$ cat config.mk
export PLATFORM = sky130hd
export DESIGN_NAME = data_mem_arb
export DESIGN_NICKNAME = d
export VERILOG_FILES = /design/src/rtl/data_mem_arb.sv
export SDC_FILE = /design/constraint.sdc
export NUM_CORES = 1
export LEC_CHECK = 0
export BUFFER_PORTS_ARGS = -buffer_cell sky130_fd_sc_hd__buf_4
export CORE_AREA = 10 10 116 118
export DETAILED_ROUTE_END_ITERATION = 16
export DIE_AREA = 0 0 126 128
export PLACE_DENSITY_LB_ADDON = 0.12
export SYNTH_ARGS = -nofsm -noshare
export SYNTH_HDL_FRONTEND = slang
export SYNTH_SLANG_ARGS = --single-unit
export TNS_END_PERCENT = 20
$ cat constraint.sdc
create_clock -name clk_i -period 4.45 [get_ports clk_i]
set_input_delay 0.445 -clock clk_i [delete_from_list [all_inputs] [get_ports clk_i]]
set_output_delay 0.445 -clock clk_i [all_outputs]
set_load 0.005 [all_outputs]
$ cat src/rtl/data_mem_arb.sv
// Two-port arbiter for the shared OBI data-memory port with in-order response routing.
// `DATA_ARB_RR_EN selects round-robin; default is port-0 priority with a starvation guard.
module data_mem_arb #(
  parameter int unsigned MAX_OUTST  = 2,
  parameter int unsigned STARVE_MAX = 8
) (
  input  logic        clk_i,
  input  logic        rst_ni,
  input  logic        s0_req,
  input  logic        s0_we,
  input  logic [3:0]  s0_be,
  input  logic        s0_is_cap,
  input  logic [31:0] s0_addr,
  input  logic [32:0] s0_wdata,
  input  logic [7:0]  s0_flag,
  input  logic        s1_req,
  input  logic        s1_we,
  input  logic [3:0]  s1_be,
  input  logic        s1_is_cap,
  input  logic [31:0] s1_addr,
  input  logic [32:0] s1_wdata,
  input  logic [7:0]  s1_flag,
  output logic        s0_gnt,
  output logic        s1_gnt,
  output logic        s0_rvalid,
  output logic        s1_rvalid,
  output logic [32:0] s_rdata,
  output logic        s_err,
  output logic        m_req,
  output logic        m_we,
  output logic [3:0]  m_be,
  output logic        m_is_cap,
  output logic [31:0] m_addr,
  output logic [32:0] m_wdata,
  output logic [7:0]  m_flag,
  input  logic        m_gnt,
  input  logic        m_rvalid,
  input  logic [32:0] m_rdata,
  input  logic        m_err,
  output logic        resp_orphan
);

  localparam int unsigned CW = $clog2(MAX_OUTST + 1);
  localparam int unsigned PW = (MAX_OUTST > 1) ? $clog2(MAX_OUTST) : 1;

  logic                 sel_q, sel_d;
  logic                 lock_q, orphan_q;
  logic [CW-1:0]        count_q, count_d;
  logic [PW-1:0]        wptr_q, rptr_q;
  logic [MAX_OUTST-1:0] fifo_q;
  logic                 full, empty, push, pop;
  logic                 head, both, sel_req, prio1;

  function automatic logic [PW-1:0] ptr_inc(input logic [PW-1:0] p);
    return (p == PW'(MAX_OUTST - 1)) ? '0 : p + PW'(1);
  endfunction

`ifdef DATA_ARB_RR_EN
  logic last_q;
  assign prio1 = ~last_q;
`else
  localparam int unsigned SW = $clog2(STARVE_MAX + 1);
  logic [SW-1:0] starve_q;
  assign prio1 = (starve_q == SW'(STARVE_MAX));
`endif

  assign both  = s0_req & s1_req;
  assign full  = (count_q == CW'(MAX_OUTST));
  assign empty = (count_q == '0);

  always_comb begin
    sel_d = sel_q;
    priority case (1'b1)
      lock_q:  sel_d = sel_q;
      both:    sel_d = prio1;
      s0_req:  sel_d = 1'b0;
      s1_req:  sel_d = 1'b1;
      default: sel_d = sel_q;
    endcase
  end

  assign sel_req  = sel_d ? s1_req : s0_req;
  assign m_req    = rst_ni & sel_req & ~full;
  assign m_we     = sel_d ? s1_we     : s0_we;
  assign m_be     = sel_d ? s1_be     : s0_be;
  assign m_is_cap = sel_d ? s1_is_cap : s0_is_cap;
  assign m_addr   = sel_d ? s1_addr   : s0_addr;
  assign m_wdata  = sel_d ? s1_wdata  : s0_wdata;
  assign m_flag   = sel_d ? s1_flag   : s0_flag;

  assign s0_gnt = m_gnt & m_req & ~sel_d;
  assign s1_gnt = m_gnt & m_req & sel_d;

  assign push = m_req & m_gnt;
  assign pop  = rst_ni & m_rvalid & ~empty;
  assign head = fifo_q[rptr_q];

  assign s_rdata     = m_rdata;
  assign s_err       = m_err;
  assign s0_rvalid   = pop & ~head;
  assign s1_rvalid   = pop & head;
  assign resp_orphan = orphan_q;

  always_comb begin
    count_d = count_q;
    unique case ({push, pop})
      2'b10:   count_d = count_q + CW'(1);
      2'b01:   count_d = count_q - CW'(1);
      default: count_d = count_q;
    endcase
  end

  always_ff @(posedge clk_i or negedge rst_ni) begin
    if (!rst_ni) begin
      sel_q    <= 1'b0;
      lock_q   <= 1'b0;
      orphan_q <= 1'b0;
      count_q  <= '0;
      wptr_q   <= '0;
      rptr_q   <= '0;
      fifo_q   <= '0;
    end else begin
      sel_q   <= sel_d;
      // A dropped request releases the lock too, not just a grant.
      lock_q  <= m_req & ~m_gnt;
      count_q <= count_d;
      if (push) begin
        fifo_q[wptr_q] <= sel_d;
        wptr_q         <= ptr_inc(wptr_q);
      end
      if (pop) rptr_q <= ptr_inc(rptr_q);
      if (m_rvalid & empty) orphan_q <= 1'b1;
    end
  end

`ifdef DATA_ARB_RR_EN
  always_ff @(posedge clk_i or negedge rst_ni) begin
    if (!rst_ni) begin
      last_q <= 1'b0;
    end else if (push) begin
      last_q <= sel_d;
    end
  end
`else
  always_ff @(posedge clk_i or negedge rst_ni) begin
    if (!rst_ni) begin
      starve_q <= '0;
    end else if (s1_gnt) begin
      starve_q <= '0;
    end else if (s0_gnt & s1_req & ~prio1) begin
      starve_q <= starve_q + SW'(1);
    end
  end
`endif

endmodule
==> impl_results.md <==
* GR Overflow Total at 0
* 1st-pass router iterations at 4
* Least-Margin Pin Slew at 0.836 ns
* FF+latch area at 325 µm²
* Hold Path Class: in2async
* Layout Area Growth over Synthesis at 89.9%
* VDD IR max at 0.233 mV
* Yosys warns at 0
* Worst-path clk slew at 0.04 ns
* IO buf count at 248
* Area contributors post-synth: nand2_1, dfrtp_1, buf_4
* Fin crit period at 3.08 ns
* R2R cell count at 6
* Period utilization at 0.693
* Vias in the first global route at 2,891
* TritonCTS clock tree: done
* Clock Latency Late Sink at 0.24 ns
* Nets@finish at 761
* Req. time, crit path at 4.01 ns
* Leak pwr at 2.26 nW
* Max-slew violation count at 0
* Deepest clock path buffer count at 2
* Critical setup path kind: reg2out
* Largest family of logic cells by synthesized area: simple AND/OR/NAND/NOR gates
* RSZ-0062 raised after global routing: no
* Root buffer cell: clkbuf_16
* Num CTS Buffers at 3
* Multi-input logic area at 1290 µm²
* Average vias per placed instance at 4.00
* First-pass GRT wire length at 16,600 µm
* Syn Std Cell Area at 1990 µm²
* Most common cell after layout, fill and taps aside: buf_4
* FMAX at 324 MHz
* Met2 WL at 5990 µm
* Rows at 39
* Met3 wire length at 1280 µm
* Layout cell share with drive strength beyond 1 at 0.472
* Post-DP HPWL at 9540 µm
* FF-to-FF End: count_q[1]
* Htree depth at 1
* Worst R2R Setup Slack at 2.27 ns
* Total core area at 11,200 µm²
* Register area share after synthesis at 0.164
* WL per Instance at 15.9 µm
* Die X at 126 µm
* Setup_tns at 0 ns
* Setup violators final at 0
* Largest net degree at the start of global routing at 84
* Status: complete, no violations
* Setup Fix Bufs, Post-CTS at 0
* Compound-Gate Fraction of Synth Area at 0.0686
* Final WL at 11,100 µm
* Post-DP Area at 3700 µm²
* Iteration-0 DRC count of the detailed router at 95
* Pwr dens at 314 nW/µm²
* Worst Setup End Kind: output port
* Number of synthesized register bits at 13
* Critical Path AT at 2.64 ns
* Synth area leader: nand2_1
* DRT met1 WL at 3860 µm
* Final Hold Viols at 0
* Adder-cell share of the synthesized area at 0.0189
* Initial antenna violation count at 0
* Fill cells at 1,218
* GRT Overall Usage at 0.124
* XOR/XNOR Fraction of Synth Area at 0.0264
* Final core occ at 0.336
* Worst r2r src: sel_q
* Simple-Gate Fraction of Synth Area at 0.523
* Vias at 2,808
* IO Pins at 317
* Initial core utilization at 0.177
* Yosys top cell area share at 0.449
* Syn Inst Count at 357
* Number of remaining DRC errors at 0
* Hold WS at 0.0617 ns
* CTS Hold Bufs at 0
* Fin Clk Skew at 0.00184 ns
* Most frequent cells in the layout: buf_4, nand2_1, dfrtp_1
* Final ANT Viol Nets at 0
* Relative slew margins at 0.443
* Die height at 128 µm
* Highest metal used: met4
* Post_cts resized at 0
* Post-route cell area at 3780 µm²
* # diodes at 0
* Clock sinks at 13
* Placer Congestion at 0.807
* Worst Path Max Fanout at 45
* Mean post-synth cell area at 5.57 µm²
* Mux cell area share after synthesis at 0.0101
* Synth cell types at 35
* Startpoint Class: flop
* Die ar. at 16,100 µm²
* Net count after synthesis at 558
* Maxcap violations at 0
## cell families after synthesis
group	Yosys count
AO/OA/AOI/OAI	14
adder cells (fa/ha/maj)	3
flip-flops	13
AND/OR/NAND/NOR	261
buffers and inverters	58
multiplexers	2
XOR/XNOR	6
## report_power, final
group          internal [W]  switching [W]
combinational      0.000427       0.000380
clock              0.000120      0.0000455
sequential         0.000165      0.0000459
## routing by layer
layer	global-route usage	up-vias
li1	-	1462
met3	0.0521	4
met1	0.128	1159
met2	0.237	183
met4	0.00804	0
met5	0	-
## worst max-delay path: stages (launching register included)
cell,delay (ns)
dfrtp_1,0.39
inv_1,0.10
ha_1,0.17
and4b_1,0.24
o22ai_4,0.08
inv_2,0.57
buf_4,0.49
nand2_1,0.10
nand2_1,0.11
buf_4,0.13
## through the flow
step | worst slack (ns) | power (W) | cells
floorplan | 2.55 | 0.000625 | 357
global placement | 1.60 | 0.00104 | 698
detailed placement | 1.53 | 0.00104 | 698
CTS | 1.27 | 0.00121 | 702
global route | 1.10 | 0.00131 | 702
finish | 1.37 | 0.00118 | 702
## sequential cells by signal, summed over array words and instances, names as in the netlist
| register | count |
|---|---|
| count_q | 2 |
| fifo_q | 2 |
| lock_q | 1 |
| resp_orphan | 1 |
| rptr_q | 1 |
| sel_q | 1 |
| starve_q | 4 |
| wptr_q | 1 |
## final cells by class
class / count / share of cell area
Clock buffer: 4 / 0.0209
Sequential cell: 13 / 0.0861
Tap cell: 143 / 0.0474
Inverter: 6 / 0.00596
Multi-Input combinational cell: 286 / 0.343
Timing Repair Buffer: 250 / 0.497
## how the worst max path moves through the flow
stage	from	end	slack [ns]	depth (start not counted)
floorplan	starve_q[0]	m_wdata[10]	2.55	8
global placement	starve_q[0]	m_wdata[30]	1.60	9
CTS	starve_q[0]	m_wdata[30]	1.27	9
global route	starve_q[0]	m_wdata[30]	1.10	9
finish	starve_q[0]	m_wdata[30]	1.37	9
detailed placement	starve_q[0]	m_wdata[30]	1.53	9
## Yosys cell counts (all sizes together)
| library cell | n |
|---|---|
| o211ai | 1 |
| buf | 52 |
| mux2i | 2 |
| nor3b | 1 |
| nand2b | 2 |
| a21oi | 1 |
| a22o | 1 |
| inv | 6 |
| nor3 | 2 |
| nor2b | 2 |
| a21boi | 1 |
| nand3 | 5 |
| nor2 | 6 |
| xnor2 | 5 |
| and4b | 1 |
| o22ai | 3 |
| or2 | 2 |
| a211o | 1 |
| o32ai | 1 |
| xor2 | 1 |
| or2b | 1 |
| dfrtp | 13 |
| a21o | 1 |
| nand2 | 238 |
| nand3b | 1 |
| o31ai | 4 |
| ha | 3 |
Note: power is estimated with default switching activity, not from simulation.
